### config.mk
export PLATFORM = sky130hd
export DESIGN_NAME = srl_start_fifo_ctrl_flat
export DESIGN_NICKNAME = d
export VERILOG_FILES = /design/src/rtl/srl_start_fifo_ctrl_if.sv /design/src/rtl/srl_start_fifo_ctrl.sv /design/src/flat_wrapper.sv
export SDC_FILE = /design/constraint.sdc
export NUM_CORES = 1
export LEC_CHECK = 0
export BUFFER_PORTS_ARGS = -buffer_cell sky130_fd_sc_hd__buf_2
export CAP_MARGIN = 20
export CORE_AREA = 5 5 42 44
export CTS_BUF_LIST = sky130_fd_sc_hd__clkbuf_8
export DETAILED_ROUTE_END_ITERATION = 8
export DIE_AREA = 0 0 47 49
export SETUP_SLACK_MARGIN = 0.3
export SYNTH_ARGS = -nofsm -noshare
export SYNTH_HDL_FRONTEND = slang
export SYNTH_SLANG_ARGS = --single-unit
export TNS_END_PERCENT = 20
### constraint.sdc
create_clock -name clk -period 2.2 [get_ports clk]
set_input_delay 0.44 -clock clk [delete_from_list [all_inputs] [get_ports clk]]
set_output_delay 0.44 -clock clk [all_outputs]
set_load 0.01 [all_outputs]
### src/rtl/srl_start_fifo_ctrl_if.sv
// Start-token FIFO handshake bundle: producer write side, consumer read
// side, and the we/addr drive toward the external SRL array.
//   slave  : the controller (drives flags, srl_we, srl_addr, count)
//   master : the surrounding producer/consumer/SRL logic
interface srl_start_fifo_ctrl_if #(
    parameter int ADDR_WIDTH = 1
);
    logic                  if_write_ce;
    logic                  if_write;
    logic                  if_full_n;
    logic                  if_read_ce;
    logic                  if_read;
    logic                  if_empty_n;
    logic                  srl_we;
    logic [ADDR_WIDTH-1:0] srl_addr;
    logic [ADDR_WIDTH:0]   num_data_valid;

    modport slave (
        input  if_write_ce,
        input  if_write,
        output if_full_n,
        input  if_read_ce,
        input  if_read,
        output if_empty_n,
        output srl_we,
        output srl_addr,
        output num_data_valid
    );

    modport master (
        output if_write_ce,
        output if_write,
        input  if_full_n,
        output if_read_ce,
        output if_read,
        input  if_empty_n,
        input  srl_we,
        input  srl_addr,
        input  num_data_valid
    );
endinterface

### src/rtl/srl_start_fifo_ctrl.sv
// Pointer/flag controller turning an external SRL array into a
// show-ahead start-token FIFO.
//   clk, reset : clock and synchronous active-high reset
//   bus        : handshake + SRL drive (slave side of the interface)
module srl_start_fifo_ctrl #(
    parameter int DEPTH      = 2,
    parameter int ADDR_WIDTH = 1
) (
    input logic                  clk,
    input logic                  reset,
    srl_start_fifo_ctrl_if.slave bus
);
    localparam logic [ADDR_WIDTH:0] LAST = (ADDR_WIDTH+1)'(DEPTH - 1);
    localparam logic [ADDR_WIDTH:0] ONE  = (ADDR_WIDTH+1)'(1);
    localparam logic [ADDR_WIDTH:0] TWO  = (ADDR_WIDTH+1)'(2);

    logic [ADDR_WIDTH:0]   cnt;
    logic [ADDR_WIDTH:0]   cnt_m2;
    logic [ADDR_WIDTH-1:0] addr;
    logic                  full_n;
    logic                  empty_n;
    logic                  push;
    logic                  pop;

    assign push = bus.if_write & bus.if_write_ce & full_n;
    assign pop  = bus.if_read & bus.if_read_ce & empty_n;

    // Index of the entry just behind the head after a pop.
    assign cnt_m2 = cnt - TWO;

    always_ff @(posedge clk) begin
        if (reset) begin
            cnt     <= '0;
            addr    <= '0;
            empty_n <= 1'b0;
            full_n  <= 1'b1;
        end else begin
            unique case ({push, pop})
                2'b10: begin
                    // Older entries shift up; the head sits at old cnt.
                    cnt     <= cnt + ONE;
                    addr    <= cnt[ADDR_WIDTH-1:0];
                    empty_n <= 1'b1;
                    if (cnt == LAST)
                        full_n <= 1'b0;
                end
                2'b01: begin
                    cnt    <= cnt - ONE;
                    full_n <= 1'b1;
                    if (cnt > ONE) begin
                        addr <= cnt_m2[ADDR_WIDTH-1:0];
                    end else begin
                        addr    <= '0;
                        empty_n <= 1'b0;
                    end
                end
                // Push+pop: shift moves head up as the read retires it.
                default: ;
            endcase
        end
    end

    assign bus.srl_we         = push;
    assign bus.srl_addr       = addr;
    assign bus.if_full_n      = full_n;
    assign bus.if_empty_n     = empty_n;
    assign bus.num_data_valid = cnt;
endmodule

### src/flat_wrapper.sv
// flat-port wrapper written by rule: the top's interface ports become plain ports
module srl_start_fifo_ctrl_flat 
#(
    parameter int DEPTH      = 2,
    parameter int ADDR_WIDTH = 1
)
  (clk, reset, bus_if_write_ce, bus_if_write, bus_if_full_n, bus_if_read_ce, bus_if_read, bus_if_empty_n, bus_srl_we, bus_srl_addr, bus_num_data_valid);
  srl_start_fifo_ctrl_if #(.ADDR_WIDTH(ADDR_WIDTH)) bus_i ();
  input logic clk;
  input logic reset;
  input wire logic [$bits(bus_i.if_write_ce)-1:0] bus_if_write_ce;
  input wire logic [$bits(bus_i.if_write)-1:0] bus_if_write;
  output wire logic [$bits(bus_i.if_full_n)-1:0] bus_if_full_n;
  input wire logic [$bits(bus_i.if_read_ce)-1:0] bus_if_read_ce;
  input wire logic [$bits(bus_i.if_read)-1:0] bus_if_read;
  output wire logic [$bits(bus_i.if_empty_n)-1:0] bus_if_empty_n;
  output wire logic [$bits(bus_i.srl_we)-1:0] bus_srl_we;
  output wire logic [$bits(bus_i.srl_addr)-1:0] bus_srl_addr;
  output wire logic [$bits(bus_i.num_data_valid)-1:0] bus_num_data_valid;
  assign bus_i.if_write_ce = bus_if_write_ce;
  assign bus_i.if_write = bus_if_write;
  assign bus_if_full_n = bus_i.if_full_n;
  assign bus_i.if_read_ce = bus_if_read_ce;
  assign bus_i.if_read = bus_if_read;
  assign bus_if_empty_n = bus_i.if_empty_n;
  assign bus_srl_we = bus_i.srl_we;
  assign bus_srl_addr = bus_i.srl_addr;
  assign bus_num_data_valid = bus_i.num_data_valid;
  srl_start_fifo_ctrl #(.DEPTH(DEPTH), .ADDR_WIDTH(ADDR_WIDTH)) u_core (.clk(clk), .reset(reset), .bus(bus_i));
endmodule
==> key figures <==
Detailed routing
  • Via count: 281
  • First-pass DRT Iterations: 2
  • WL per Instance: 9.52 um
  • Antenna viol nets, final: 0
  • Routed WL: 638 um
  • 1st-iter DRT viols: 3
  • DRC Markers: 0
  • Via density: 4.19

Layout
  • Share of cells above drive strength 1: 0.275
  • Inserted Diodes: 0
  • Area Overhead vs Synth: 40.2%
  • Final nets: 63

Yosys
  • Seq cells post-synth: 5
  • Synth area leader: dfxtp_1
  • Top area cells in the synthesized netlist: dfxtp_1, ha_1, mux2i_1, inv_1, a21oi_1
  • Synth warn: 0
  • Post-synthesis sequential area ratio: 0.335
  • Netlist cell types: 15
  • Synth Area in Simple Gates: 0.172
  • Post-Syn Instances: 36
  • Main combinational cell family by area after synthesis: adder cells
  • Area share of the largest cell type after synthesis: 0.335
  • Post-synth ARST share: 0
  • Compound-gate portion of the synthesized area: 0.126
  • Number of flops mapped to enable cells by yosys: 0
  • Mapped cell area: 299 um2
  • Ys flop type: dfxtp_1
  • Mux contribution to synthesized area: 0.0669
  • Post-synth top cells: dfxtp_1, ha_1, inv_1
  • Synth Area in Adders: 0.209
  • Post-Syn Nets: 47
  • Synth Area in XOR/XNOR: 0.0293
  • Post-synthesis area per instance: 8.31 um2

Global route
  • First-pass GRT wire length: 1140 um
  • Initial antenna violation count: 0
  • Largest net degree at the start of global routing: 7
  • Number of global-route vias before repair: 264
  • GRT Total Usage: 0.0726
  • Remaining global-route overflow: 0

Setup path
  • Critical path type: reg -> out
  • Crit path max fanout: 3
  • Startpoint types: register
  • R2R setup slack: 0.91 ns
  • Crit path DAT: 0.92 ns
  • CP Data Required Time: 1.76 ns
  • CP Capture Type: primary output

Clock network
  • CTS-repair resized insts: 0
  • Root Buffer: clkbuf_8
  • Postcts setup bufs: 0
  • CTS tree: done
  • Clock latency on the worst-skew pair: 0.22 ns
  • Worst-path clk slew: 0.03 ns
  • H-tree depth: 1
  • Num CTS Buffers: 3
  • Hold_buf cts: 0
  • Clk sink count: 5
  • Clk buf depth: 2

STA
  • Count of final hold-check violations: 0
  • Tcrit/Tclk final: 0.617
  • Layout Skew: 0.000623 ns
  • Peak Freq: 737 MHz
  • Slew margin rel.: 0.875
  • Final WS setup: 0.842 ns
  • Hold slack final: 0.466 ns
  • RSZ-0062 raised after global routing: no
  • Measured slew at the worst slew-check pin: 0.187 ns
  • Min Tclk post-route: 1.36 ns
  • Final setup viols: 0
  • Max-slew violation count: 0
  • Setup TNS: 0 ns

Power
  • Pleak: 0.210 nW
  • Total Power: 0.000311 W
  • Clock network fraction of design power: 0.529
  • Peak supply drop: 356 uV
  • Combinational share of power: 0.140
  • Switching Share: 0.235
  • Seq pwr share: 0.332
  • Cell Int Power: 0.000238 W
  • NetSw: 0.0000732 W
  • PD cells: 742 mW/mm2

Placed design
  • RePlAce Congestion: 0.797
  • Pre-CTS setup slack: 0.772 ns
  • Port buffer count: 11
  • Detail Placement HPWL: 520 um

Die
  • Die Area: 0.00230 mm2
  • Initial Util: 0.213
  • Die Y: 49 um
  • I/O pin count: 12
  • Std cell rows: 14
  • Die W: 47 um
  • Core footprint: 0.00140 mm2

Min path
  • Hold Crit Class: in -> reg

Job
  • Max Cap Violations: 0

Outcome
  • Status: finished, final reports clean
worst paths after layout:
path	from	to	cells past startpoint
setup reg to reg	u_core.bus.if_empty_n	u_core.bus.srl_addr	6
setup / recovery	u_core.bus.if_full_n	bus_srl_we	3
hold / removal	reset	u_core.bus.if_empty_n	2
hold reg to reg	u_core.bus.if_full_n	u_core.bus.if_full_n	2
through the flow:
step | cell area [um2] | instances | utilization
after detailed placement | 374 | 63 | 0.267
after global routing | 419 | 67 | 0.299
final | 419 | 67 | 0.299
after global placement | 374 | 63 | 0.267
after CTS | 419 | 67 | 0.299
after floorplan | 299 | 36 | -
power by group through the flow:
stage	Combinational [W]	Sequential, W	Clock [W]
final	0.0000434	0.000103	0.000164
after global routing	0.0000498	0.000105	0.000176
after CTS	0.0000443	0.000103	0.000170
after detailed placement	0.0000438	0.000105	0
after global placement	0.0000432	0.000105	0
after floorplan	0.0000249	0.000106	0
sequential cells by signal (all words and copies together), names as in the netlist:
register / cells
u_core.bus.if_empty_n: 1
u_core.bus.if_full_n: 1
u_core.bus.num_data_valid: 2
u_core.bus.srl_addr: 1
cells by family (layout without fill, tap and decap cells):
kind of cell / Yosys count / in the layout
xor gates and xnor gates: 1 / 1
and+or+nand+nor: 11 / 11
adders and majority gates: 5 / 5
buffers and inverters: 5 / 20
DFF: 5 / 5
muxes: 2 / 2
AOI/OAI and AO/OA: 7 / 7
layout make-up:
class | count | area (um2)
Fill cell | 163 | 982
Sequential cell | 5 | 100
Inverter | 5 | 18.8
Timing Repair Buffer | 11 | 55.1
Tap cell | 16 | 20.0
Clock buffer | 3 | 41.3
Clock inverter | 1 | 3.75
Multi-Input combinational cell | 26 | 180
worst max-delay path, stage by stage, from the launching register on:
cell and delay (ns):
dfxtp_1 0.34, nand3_1 0.13, inv_1 0.10, buf_2 0.13
layout by cell type (no fill, tap or decap), drive strengths merged:
master and n:
xnor2 1, nand3b 1, a21oi 3, o21ai 3
clkbuf 3, nor3 1, ha 5, mux2i 2
buf 11, o21bai 1, nand3 2, nor2b 1
inv 6, nand2 3, dfxtp 5, nor2 3
metal layers:
metal  wire length, um  GRT usage  vias to the layer above  part of all wire
met5                 0          0                        -                 0
met4                17     0.0553                        0             0.027
met3                66     0.0480                        2              0.10
met2               281     0.0995                        9              0.44
met1               274     0.0751                      123              0.43
li1                  -          -                      147                 -
Note: power is estimated with default switching activity, not from simulation.
